File: src/rtl/sample_player.sv
// Sample playback sequencer: loads a ROM pointer, fetches bytes through a registered ROM
// read, and emits them to an 8-bit unsigned DAC once per period until a 0x00 end marker.
module sample_player (
  input  logic        clk,
  input  logic        reset_n,
  input  logic [15:0] cmd_addr,
  input  logic        cmd_start,
  input  logic        cmd_stop,
  input  logic [7:0]  rate_div,
  output logic [15:0] sample_addr_in,
  output logic [1:0]  sample_addr_wr,
  output logic        sample_inc,
  input  logic [7:0]  sample_data,
  output logic [7:0]  dac_out,
  output logic        busy,
  output logic        done
);

  typedef enum logic [2:0] {IDLE, LOAD, FETCH0, FETCH1, WAIT, EMIT} state_t;

  localparam logic [7:0] SILENCE = 8'h80;
  localparam logic [7:0] MIN_PER = 8'd4;

  state_t     state, state_nx;
  logic [7:0] period;   // period latched at the last EMIT
  logic [7:0] cnt;      // cycles since the last EMIT
  logic       primed;   // set after LOAD: the first fetch skips WAIT
  logic       end_mark;

  assign end_mark       = (sample_data == 8'h00);
  assign sample_addr_wr = (state == LOAD) ? 2'b11 : 2'b00;
  assign busy           = (state != IDLE);

  always_comb begin
    state_nx   = state;
    sample_inc = 1'b0;
    done       = 1'b0;
    case (state)
      IDLE:   state_nx = IDLE;
      LOAD:   state_nx = FETCH0;
      FETCH0: state_nx = FETCH1;
      FETCH1: state_nx = primed ? EMIT : WAIT;
      WAIT:   if (cnt >= period - 8'd1) state_nx = EMIT;
      EMIT: begin
        if (end_mark) begin
          done     = 1'b1;
          state_nx = IDLE;
        end else begin
          sample_inc = 1'b1;
          state_nx   = FETCH0;
        end
      end
      default: state_nx = IDLE;
    endcase
    // Commands preempt the ROM strobes of the current cycle.
    if (cmd_stop) begin
      state_nx   = IDLE;
      sample_inc = 1'b0;
      done       = 1'b0;
    end else if (cmd_start) begin
      state_nx   = LOAD;
      sample_inc = 1'b0;
      done       = 1'b0;
    end
  end

  always_ff @(posedge clk) begin
    if (!reset_n) begin
      state          <= IDLE;
      dac_out        <= SILENCE;
      sample_addr_in <= 16'h0000;
      period         <= MIN_PER;
      cnt            <= 8'd0;
      primed         <= 1'b0;
    end else begin
      state <= state_nx;
      cnt   <= (state == EMIT) ? 8'd1 : cnt + 8'd1;
      if (state == LOAD)      primed <= 1'b1;
      else if (state == EMIT) primed <= 1'b0;
      if (cmd_stop) begin
        dac_out <= SILENCE;
      end else if (cmd_start) begin
        sample_addr_in <= cmd_addr;
      end else if (state == EMIT) begin
        dac_out <= end_mark ? SILENCE : sample_data;
        period  <= (rate_div < MIN_PER) ? MIN_PER : rate_div;
      end
    end
  end

endmodule

File: config.mk
export PLATFORM = sky130hd
export DESIGN_NAME = sample_player
export DESIGN_NICKNAME = d
export VERILOG_FILES = /design/src/rtl/sample_player.sv
export SDC_FILE = /design/constraint.sdc
export NUM_CORES = 1
export LEC_CHECK = 0
export BUFFER_PORTS_ARGS = -buffer_cell sky130_fd_sc_hd__buf_2
export CAP_MARGIN = 30
export CORE_AREA = 2 2 81 83
export CTS_CLUSTER_SIZE = 40
export DETAILED_ROUTE_END_ITERATION = 10
export DIE_AREA = 0 0 83 85
export SLEW_MARGIN = 20
export SYNTH_ARGS = -nofsm -noshare
export SYNTH_HDL_FRONTEND = slang
export SYNTH_SLANG_ARGS = --single-unit
File: constraint.sdc
create_clock -name clk -period 1.9 [get_ports clk]
set_clock_uncertainty 0.15 [all_clocks]
set_input_delay 0.475 -clock clk [delete_from_list [all_inputs] [get_ports clk]]
set_output_delay 0.475 -clock clk [all_outputs]
set_load 0.05 [all_outputs]
==> flow_summary.toml <==
[cts]
clockBufferDepth = 2
cts_root_buf = "clkbuf_8"
ctsHoldBuffers = 0
numClockSinks = 44
cts_made_buffers = 5
path_clk_slew_ns = 0.09
cts_tree = "yes"
htree_levels = 2
clk_latency_ns = 0.29

[finish]
syn_to_final_growth_pct = 42.5
nets = 376
final_area_mm2 = 0.00294
drive_gt1_share_pct = 37.8
antenna_cells = 0

[worst_setup_path]
critPathCaptureType = "primary output"
cpMostUsedCell = "buf_6"
cp.required_ns = 1.27
crit_type = "input port to primary output"
worst-r2r-setup-slack_ns = 0.04
path_cells = "buf_6 -> or4_4 -> nor4_4 -> buf_6"
worstReg2RegStart = "period[2]"
rr_endpoint = "state[0]"
path_max_fanout = 2
crit_end = "done"
cp-start-kind = "input port"
crit_path_start = "sample_data[0]"
cp.arrival_ns = 1.59
cp_slowest_cell = "or4_4"
worstRegToRegCells = 9
max_stage_delay_ns = 0.55

[floorplanning]
top_level_ports = 65
dieArea_mm2 = 0.00706
rows = 29
coreArea_mm2 = 0.00620
initial_core_util_pct = 33.2
dieHeight_um = 85
die_w_um = 83

[global_routing]
grt_pass1_wl_mm = 8.02
grt_pass1_vias = 1777
grt_max_degree = 25
grt_use_total_pct = 13.6
antenna_found_initial = 0
grt.overflow.total = 0

[drt]
drc = 0
wl_mm = 4.70
drtAntennaViolNets = 0
viasPerCell = 4.69
vias = 1915
first_pass_iters = 4
wl_per_cell_um = 11.5
drt_iter0_drc = 73

[pwr]
pwr-share-clk_pct = 44.8
switching_share_pct = 22.2
seqPwrFrac_pct = 43.9
combPwrFrac_pct = 11.3
ir_worst_vdd_v = 0.000428
power_density_mw_per_mm2 = 744
p_int_mw = 1.70
p_switching_mw = 0.485
p_leak_nw = 1.25

[logic_synthesis]
synth_cells = 243
syn-num-nets = 289
ys_async_sr_fraction_pct = 0
synthesis.area_mm2 = 0.00206
ys_types = 40
synth_flop_cell = "dfxtp_1"
synth_seq_cells = 44
synth_edf_count = 0
syn_area_per_cell_um2 = 8.48
ys_seq_area_share_pct = 42.7
synth-warning-count = 0

[timing]
tightestPinTransition_ns = 0.378
finalCriticalPeriod_ns = 2.21
maxSlewHeadroom_pct = 74.2
fin_setup_tns_ns = -0.624
hold_viol = 0
worst_slack_ns = -0.310
finalSetupViolCount = 3
fmax_mhz = 452
rsz0062_at_grt = "yes"
period_share_pct = 116
slew_viol_final = 0

[flow_run]
drv_cap = 0

[place]
postPlaceCellArea_mm2 = 0.00262
hpwl_mm = 3.52
place.port_buffers = 64
place_congestion = 0.741

[worst_hold_path]
timing.hold.worst.class = "input port to flop"

[status]
status = "complete, but fails checks"
violations = "setup timing"
-- per-stage QoR --
| step | util, % | setup WS (ns) | power [mW] | hold WS (ns) | cells |
|---|---|---|---|---|---|
| 2_1_floorplan | - | -0.425 | 1.13 | 0.282 | 243 |
| 3_3_place_gp | 42.1 | -0.437 | 1.21 | 0.288 | 395 |
| 3_5_place_dp | 42.1 | -0.431 | 1.21 | 0.292 | 395 |
| 4_1_cts | 46.0 | -0.325 | 2.21 | 0.244 | 404 |
| 5_1_grt | 47.3 | -0.361 | 2.27 | 0.248 | 408 |
| 6_report | 47.3 | -0.310 | 2.18 | 0.258 | 408 |
-- worst min path at each step --
stage | start | end | slack (ns) | depth (start not counted)
detailed placement | sample_addr_in[4] | sample_addr_in[4] | 0.29 | 2
floorplan | primed | primed | 0.28 | 2
global placement | sample_addr_in[2] | sample_addr_in[2] | 0.29 | 2
finish | cmd_addr[3] | sample_addr_in[3] | 0.26 | 3
global route | cmd_addr[3] | sample_addr_in[3] | 0.25 | 3
CTS | sample_data[6] | dac_out[6] | 0.24 | 3
-- logic make-up after synthesis --
kind of cell    share of synthesized area, %
flops                                   42.7
compound gates                          13.9
simple gates                            27.0
mux                                    0.546
fa+ha+maj                               6.07
xor+xnor                                5.10
buf+inv                                 4.61
-- layout by cell type, fill, tap and decap left out, types with 2 or more instances in the layout --
cell	synthesis	layout
a21oi_1	10	10
a21boi_0	7	7
nor3_1	5	3
inv_2	0	2
xnor2_1	6	6
buf_4	1	25
or4_4	2	2
buf_6	1	10
clkbuf_8	1	5
bufinv_16	0	3
dfxtp_1	44	40
nor4_1	5	3
nor2_1	15	14
a21boi_1	10	10
nor4_4	0	2
buf_2	5	56
ha_1	10	9
nand2b_1	2	2
nand4_1	3	3
nor2b_1	2	2
inv_1	6	4
and3_1	3	3
xor2_1	6	6
dfxtp_2	0	3
o21ai_0	9	9
nand3_1	11	10
nand2_1	58	57
nor2_4	2	3
-- synth_stat cells (all sizes together) (2+ instances only) --
cell    count  area, um2
and3        3       18.8
nor3        5       25.0
dfxtp      44        881
nand2      58        218
a21oi      11       58.8
buf         7       43.8
ha         10        125
clkbuf      5       28.8
o21ai       9       45.0
nand3      11       55.1
inv         6       22.5
xor2        6       52.6
nor2b       2       12.5
xnor2       6       52.6
nand2b      2       12.5
a21boi     17        128
nand4       3       18.8
or4         2       22.5
nor2       18       85.1
nor4        5       31.3
-- worst max-delay path, delay by kind of cell --
family        cells  cell delay (ns)
simple gates      2             0.82
buf+inv           2             0.28
-- area by class of cell --
cell class                 count  area [um2]
multi-input combinational    181        1170
inverter                       6        22.5
clock inverter                 3        90.1
tap                           77        96.3
fill                         607        3270
clock buffer                   5        68.8
timing repair buffer          92         596
sequential                    44         888
-- metal layers --
| metal | track usage [%] | routed length [um] | share of wire (%) |
|---|---|---|---|
| met5 | 0 | 0 | 0 |
| met4 | 4.77 | 31 | 0.66 |
| met3 | 5.06 | 330 | 7.0 |
| met2 | 22.0 | 2210 | 47 |
| met1 | 16.7 | 2130 | 45 |
-- state kept, by name, indices dropped and copies added, names as in the netlist --
| name | count |
|---|---|
| state | 3 |
| period | 8 |
| dac_out | 8 |
| primed | 1 |
| sample_addr_in | 16 |
| cnt | 8 |
-- power groups by stage --
| stage | Clock, mW | Sequential, mW | Combinational, mW |
|---|---|---|---|
| 6_report | 0.979 | 0.958 | 0.246 |
| 2_1_floorplan | 0 | 1.03 | 0.0926 |
| 4_1_cts | 1.01 | 0.960 | 0.242 |
| 3_3_place_gp | 0 | 0.980 | 0.230 |
| 5_1_grt | 1.04 | 0.962 | 0.269 |
| 3_5_place_dp | 0 | 0.981 | 0.234 |
-- repair_timing --
| item | in CTS | in global routing |
|---|---|---|
| endpoints found under the setup margin | 6 | 6 |
| resized for setup | 23 | 11 |
| setup buffers | 1 | 4 |
| pin swaps | 6 | 3 |
(Power assumes the default switching activity.)
